## src/rtl/perf_monitor_if.sv

```systemverilog
// perf_monitor_if: control, event and readout signals of the multi-channel performance monitor.
interface perf_monitor_if #(
    parameter int unsigned CHANNELS         = 4,
    parameter int unsigned NUMBER_OF_DIGITS = 8,
    parameter int unsigned PC_WIDTH         = 12
);
    localparam int unsigned CH_SEL_W = (CHANNELS > 1) ? $clog2(CHANNELS) : 1;
    localparam int unsigned DG_SEL_W = (NUMBER_OF_DIGITS > 1) ? $clog2(NUMBER_OF_DIGITS) : 1;
    localparam int unsigned CNT_W    = 4 * NUMBER_OF_DIGITS;

    logic                start;
    logic [PC_WIDTH-1:0] pc;
    logic [CHANNELS-1:0] event_in;
    logic [CH_SEL_W-1:0] channel_sel;
    logic [DG_SEL_W-1:0] digit_sel;
    logic [CNT_W-1:0]    count_out;
    logic [3:0]          digit_out;
    logic                running;
    logic                finished;
    logic [CHANNELS-1:0] overflow;

    modport master (
        output start, pc, event_in, channel_sel, digit_sel,
        input  count_out, digit_out, running, finished, overflow
    );

    modport slave (
        input  start, pc, event_in, channel_sel, digit_sel,
        output count_out, digit_out, running, finished, overflow
    );
endinterface

```

## src/rtl/perf_monitor.sv

```systemverilog
// perf_monitor: CHANNELS saturating event counters gated by a start / FINAL_PC window,
// with registered channel and digit readout.
// Optional macro PERF_BCD_EN: counters become BCD digit chains saturating at all nines.
module perf_monitor #(
    parameter int unsigned         CHANNELS         = 4,
    parameter int unsigned         NUMBER_OF_DIGITS = 8,
    parameter int unsigned         PC_WIDTH         = 12,
    parameter logic [PC_WIDTH-1:0] FINAL_PC         = PC_WIDTH'(12'hFFF)
) (
    input  logic          clk,
    input  logic          reset,
    perf_monitor_if.slave bus
);
    localparam int unsigned CH_SEL_W = (CHANNELS > 1) ? $clog2(CHANNELS) : 1;
    localparam int unsigned DG_SEL_W = (NUMBER_OF_DIGITS > 1) ? $clog2(NUMBER_OF_DIGITS) : 1;
    localparam int unsigned CW       = 4 * NUMBER_OF_DIGITS;
`ifdef PERF_BCD_EN
    localparam logic [CW-1:0] CNT_MAX = {NUMBER_OF_DIGITS{4'h9}};
`else
    localparam logic [CW-1:0] CNT_MAX = '1;
`endif

    typedef enum logic [1:0] {IDLE, RUN, DONE} state_e;

    state_e              state_q, state_d;
    logic                count_en_c;
    logic [CW-1:0]       cnt_q [CHANNELS];
    logic [CW-1:0]       cnt_d [CHANNELS];
    logic [CHANNELS-1:0] ovf_q, ovf_d;
    logic [CW-1:0]       sel_cnt_c;
    logic [3:0]          sel_dig_c;
    logic [CW-1:0]       count_q;
    logic [3:0]          digit_q;
    logic                running_q, finished_q;

    // Next counter value: binary +1, or BCD ripple with 9 -> 0 carry.
    function automatic logic [CW-1:0] cnt_inc(input logic [CW-1:0] v);
`ifdef PERF_BCD_EN
        logic [CW-1:0] r;
        logic          carry;
        r     = v;
        carry = 1'b1;
        for (int d = 0; d < int'(NUMBER_OF_DIGITS); d++) begin
            if (carry) begin
                if (v[4*d +: 4] == 4'd9) begin
                    r[4*d +: 4] = 4'd0;
                end else begin
                    r[4*d +: 4] = v[4*d +: 4] + 4'd1;
                    carry       = 1'b0;
                end
            end
        end
        return r;
`else
        return v + CW'(1);
`endif
    endfunction

    // Window FSM; the final-PC cycle itself is excluded from counting.
    always_comb begin
        state_d    = state_q;
        count_en_c = 1'b0;
        case (state_q)
            IDLE: if (bus.start) state_d = RUN;
            RUN: begin
                if (bus.pc == FINAL_PC) state_d = DONE;
                else                    count_en_c = 1'b1;
            end
            DONE:    state_d = DONE;
            default: state_d = IDLE;
        endcase
    end

    // Saturating increments; overflow latches once a counter reaches its maximum.
    always_comb begin
        ovf_d = ovf_q;
        for (int i = 0; i < int'(CHANNELS); i++) begin
            cnt_d[i] = cnt_q[i];
            if (count_en_c && bus.event_in[i]) begin
                if (cnt_q[i] == CNT_MAX) begin
                    ovf_d[i] = 1'b1;
                end else begin
                    cnt_d[i] = cnt_inc(cnt_q[i]);
                    if (cnt_d[i] == CNT_MAX) ovf_d[i] = 1'b1;
                end
            end
        end
    end

    // Readout mux; out-of-range channel or digit selects read zero.
    always_comb begin
        sel_cnt_c = '0;
        sel_dig_c = '0;
        for (int i = 0; i < int'(CHANNELS); i++) begin
            if (bus.channel_sel == CH_SEL_W'(i)) sel_cnt_c = cnt_q[i];
        end
        for (int d = 0; d < int'(NUMBER_OF_DIGITS); d++) begin
            if (bus.digit_sel == DG_SEL_W'(d)) sel_dig_c = sel_cnt_c[4*d +: 4];
        end
    end

    // State, counters, flags and readout registers.
    always_ff @(posedge clk) begin
        if (reset) begin
            state_q    <= IDLE;
            ovf_q      <= '0;
            count_q    <= '0;
            digit_q    <= '0;
            running_q  <= 1'b0;
            finished_q <= 1'b0;
            for (int i = 0; i < int'(CHANNELS); i++) cnt_q[i] <= '0;
        end else begin
            state_q    <= state_d;
            ovf_q      <= ovf_d;
            count_q    <= sel_cnt_c;
            digit_q    <= sel_dig_c;
            running_q  <= (state_d == RUN);
            finished_q <= (state_d == DONE);
            for (int i = 0; i < int'(CHANNELS); i++) cnt_q[i] <= cnt_d[i];
        end
    end

    assign bus.count_out = count_q;
    assign bus.digit_out = digit_q;
    assign bus.running   = running_q;
    assign bus.finished  = finished_q;
    assign bus.overflow  = ovf_q;
endmodule

```

## src/flat_wrapper.sv

```systemverilog
// flat-port wrapper written by rule: the top's interface ports become plain ports
module perf_monitor_flat 
#(
    parameter int unsigned         CHANNELS         = 4,
    parameter int unsigned         NUMBER_OF_DIGITS = 8,
    parameter int unsigned         PC_WIDTH         = 12,
    parameter logic [PC_WIDTH-1:0] FINAL_PC         = PC_WIDTH'(12'hFFF)
)
  (clk, reset, bus_start, bus_pc, bus_event_in, bus_channel_sel, bus_digit_sel, bus_count_out, bus_digit_out, bus_running, bus_finished, bus_overflow);
  perf_monitor_if #(.CHANNELS(CHANNELS), .NUMBER_OF_DIGITS(NUMBER_OF_DIGITS), .PC_WIDTH(PC_WIDTH)) bus_i ();
  input  logic clk;
  input  logic reset;
  input wire logic [$bits(bus_i.start)-1:0] bus_start;
  input wire logic [$bits(bus_i.pc)-1:0] bus_pc;
  input wire logic [$bits(bus_i.event_in)-1:0] bus_event_in;
  input wire logic [$bits(bus_i.channel_sel)-1:0] bus_channel_sel;
  input wire logic [$bits(bus_i.digit_sel)-1:0] bus_digit_sel;
  output wire logic [$bits(bus_i.count_out)-1:0] bus_count_out;
  output wire logic [$bits(bus_i.digit_out)-1:0] bus_digit_out;
  output wire logic [$bits(bus_i.running)-1:0] bus_running;
  output wire logic [$bits(bus_i.finished)-1:0] bus_finished;
  output wire logic [$bits(bus_i.overflow)-1:0] bus_overflow;
  assign bus_i.start = bus_start;
  assign bus_i.pc = bus_pc;
  assign bus_i.event_in = bus_event_in;
  assign bus_i.channel_sel = bus_channel_sel;
  assign bus_i.digit_sel = bus_digit_sel;
  assign bus_count_out = bus_i.count_out;
  assign bus_digit_out = bus_i.digit_out;
  assign bus_running = bus_i.running;
  assign bus_finished = bus_i.finished;
  assign bus_overflow = bus_i.overflow;
  perf_monitor #(.CHANNELS(CHANNELS), .NUMBER_OF_DIGITS(NUMBER_OF_DIGITS), .PC_WIDTH(PC_WIDTH), .FINAL_PC(FINAL_PC)) u_core (.clk(clk), .reset(reset), .bus(bus_i));
endmodule
```

## config.mk

```make
export PLATFORM = sky130hd
export DESIGN_NAME = perf_monitor_flat
export DESIGN_NICKNAME = d
export VERILOG_FILES = /design/src/rtl/perf_monitor_if.sv /design/src/rtl/perf_monitor.sv /design/src/flat_wrapper.sv
export SDC_FILE = /design/constraint.sdc
export NUM_CORES = 1
export LEC_CHECK = 0
export ABC_AREA = 1
export CAP_MARGIN = 20
export CELL_PAD_IN_SITES_DETAIL_PLACEMENT = 1
export CELL_PAD_IN_SITES_GLOBAL_PLACEMENT = 2
export CORE_MARGIN = 10
export CORE_UTILIZATION = 36
export CTS_BUF_LIST = sky130_fd_sc_hd__clkbuf_2
export DETAILED_ROUTE_END_ITERATION = 7
export GPL_ROUTABILITY_DRIVEN = 0
export PLACE_DENSITY = 0.95
export SYNTH_ARGS = -nofsm -noshare
export SYNTH_HDL_FRONTEND = slang
export SYNTH_SLANG_ARGS = --single-unit
```

## constraint.sdc

```tcl
create_clock -name clk -period 6 [get_ports clk]
set_input_delay 1.2 -clock clk [delete_from_list [all_inputs] [get_ports clk]]
set_output_delay 1.2 -clock clk [all_outputs]
set_load 0.02 [all_outputs]
```

==> metrics.yaml <==
status: "complete, no violations"
num_rows: 64
numCtsBuffers: 17
fin_crit_ns: 3.52
setup_slack_ns: 2.48
core_area_um2: 30700
ys_ff_latch: 172
dp_slack_ns: 1.63
wirelength_um: 43800
crit_fanout: 51
drtAntennaViolNets: 0
cts_sinks: 172
htreeDepth: 4
grtUsageTotal_pct: 22.4
cts_tree: "done"
syn_nets: 1928
yosysUniqueCellTypes: 42
cts_hold_repair.buffers: 0
vias: 12400
grt_pass1_vias: 12400
min_path_type: "register to register"
ys.warnings.count: 0
power_mw: 2.36
io_buffers: 65
grt_most_used_layer: "met2"
power_per_cell_area_nw_per_um2: 191
yosysSeqAreaShare_pct: 30.7
whs_path_depth: 2
skew_ns: 0.0582
p_leak_nw: 4.29
grt.overflow.total: 0
max_freq_ghz: 0.284
die_h_um: 197
cts_root_buffer: "clkbuf_2"
r2r_setup_slack_ns: 3.00
clkSlewWorstSetupHoldPaths_ns: 0.25
multi_input_area_um2: 6760
fillCellCount: 4237
ff2ff_path_depth: 10
start_kind: "input pin"
drive_above_1_share_pct: 6.04
drcViolationCount: 0
maxSlewHeadroom_pct: 34.3
crit_required_ns: 6.72
dieArea_um2: 38700
avgViaCountPerCell: 5.31
fin_tns_setup_ns: 0
ios: 66
end_kind: "register"
grtUsageMet3_pct: 3.58
syn-cell-area_um2: 11200
grt_max_degree: 60
ir_drop_mv: 0.0992
start_util_pct: 36.6
syn_inst: 1895
ff_latch_area_um2: 3440
grt_use_met2_pct: 37.9
finish.net_count: 1956
drt_iter0_markers: 740
grt_pass1_wl_um: 69100
cap_violations: 0
layout_worst_path_cycle_share_pct: 58.7
rsz0062_at_grt: "false"
crit_type: "input pin to register"
clk_latency_ns: 0.87
syn_avg_cell_area_um2: 5.93
hold_violations: 0
global_route.usage.met1_pct: 27.9
crit_arrival_ns: 4.24
die_w_um: 197
area_growth_pct: 9.84
cts_max_path_buffers: 2
cts_resized: 0
slew_violations: 0
worst_slew_pin_slew_ns: 0.984
antenna_found_initial: 4
hpwlAfterDp_um: 35000
setup_viol: 0
drt_pass1_iterations: 5
cts_setup_buffers: 0
drt-wirelength-per-cell_um: 18.7
-- state kept, by name, summed over array words and instances, names as in the netlist --
name,cells
u_core.state_q,2
u_core.bus.count_out,32
u_core.bus.digit_out,4
u_core.bus.finished,1
u_core.bus.overflow,4
u_core.cnt_q,128
u_core.bus.running,1
-- report_power, final --
group | switching [mW] | total (mW) | internal (mW)
sequential | 0.126 | 1.35 | 1.22
clock | 0.470 | 0.620 | 0.151
combinational | 0.262 | 0.392 | 0.130
total | 0.857 | 2.36 | 1.50
-- placed cells by master (no fill, tap or decap), types with 3 or more instances in the layout --
| cell type | count |
|---|---|
| o211ai_1 | 12 |
| nor3_1 | 17 |
| inv_1 | 187 |
| a31oi_1 | 3 |
| ha_1 | 9 |
| nor2_2 | 24 |
| o221ai_1 | 6 |
| nand3_1 | 100 |
| clkdlybuf4s50_1 | 64 |
| xnor2_1 | 5 |
| o21ai_1 | 10 |
| a221oi_1 | 7 |
| diode_2 | 3 |
| xor2_1 | 11 |
| a21oi_2 | 4 |
| clkbuf_2 | 18 |
| nand2_4 | 3 |
| clkinvlp_4 | 6 |
| o21bai_1 | 7 |
| dfxtp_1 | 172 |
| nand4_1 | 20 |
| a21oi_1 | 137 |
| nand2_1 | 579 |
| nor2_1 | 306 |
| nor2_4 | 16 |
| o21a_1 | 12 |
| o21ai_0 | 135 |
| inv_2 | 13 |
| nand2_2 | 20 |
| o22ai_1 | 8 |
-- cell families after synthesis --
logic type	count (synthesis)	share of synthesized area (%)
buffers and inverters	258	9.10
AND/OR/NAND/NOR	1093	41.0
AO/OA/AOI/OAI	347	17.0
flip-flops	172	30.7
XOR/XNOR	16	1.25
adder cells (fa/ha/maj)	9	1.00
-- metal layers --
layer / vias up / part of all wire, %
li1: 6130 / -
met1: 5910 / 44
met5: - / 0.037
met2: 266 / 48
met3: 88 / 4.6
met4: 2 / 3.4
-- final timing paths --
path / startpoint / to
worst max-delay path: bus_pc[10] / u_core.cnt_q[1][25]
worst min-delay path: u_core.bus.overflow[0] / u_core.bus.overflow[0]
worst max register to register: u_core.cnt_q[1][1] / u_core.cnt_q[1][25]
worst min register to register: u_core.bus.overflow[0] / u_core.bus.overflow[0]
-- cell usage after synthesis --
master	number	share of area, %
a211oi_1	1	0.067
a21boi_0	1	0.067
a21oi_1	137	6.1
a21oi_2	4	0.31
a221oi_1	7	0.55
a22oi_1	1	0.067
a31oi_1	3	0.17
and3_1	2	0.11
buf_2	23	1.0
buf_4	2	0.13
buf_6	2	0.20
clkbuf_1	29	0.97
clkbuf_2	2	0.089
dfxtp_1	172	31
ha_1	9	1.0
inv_1	188	6.3
inv_2	12	0.40
nand2_1	579	19
nand2_2	20	1.1
nand2_4	3	0.30
nand3_1	100	4.5
nand3_2	2	0.18
nand3b_1	1	0.067
nand4_1	20	1.1
nand4_2	1	0.11
nand4_4	1	0.19
nor2_1	306	10
nor2_2	24	1.3
nor2_4	16	1.6
nor3_1	17	0.76
o2111ai_1	2	0.16
o211ai_1	12	0.80
o21a_1	12	0.80
o21ai_0	135	6.0
o21ai_1	10	0.45
o21bai_1	7	0.47
o221ai_1	6	0.47
o22ai_1	8	0.45
o31ai_1	1	0.067
or2_0	1	0.056
xnor2_1	5	0.39
xor2_1	11	0.86
-- metrics by stage --
step,hold WS (ns),util [%],instances,cell area [um2]
2_1_floorplan,0.480,-,1895,11200
3_3_place_gp,0.440,39.5,2300,12100
3_5_place_dp,0.456,39.5,2300,12100
4_1_cts,0.481,40.2,2332,12300
5_1_grt,0.504,40.2,2335,12300
6_report,0.478,40.2,2335,12300
-- layout make-up --
type | count | share of cell area (%)
multi-input cells | 1465 | 54.8
flip-flops and latches | 172 | 27.9
inverters | 200 | 6.09
repair buffers | 67 | 5.36
well taps | 396 | 4.02
clock inverters | 14 | 0.994
clock buffers | 18 | 0.730
diodes | 3 | 0.0609
-- worst max-delay path, stage by stage --
cell and delay [ns]:
clkdlybuf4s50_1 0.46, nand4_1 0.10, o31ai_1 0.31, or2_0 0.80, nor2_1 0.13, nand2_1 0.39, inv_2 0.41, o21ai_0 0.33
a21oi_1 0.07
Note: power is estimated with default switching activity, not from simulation.
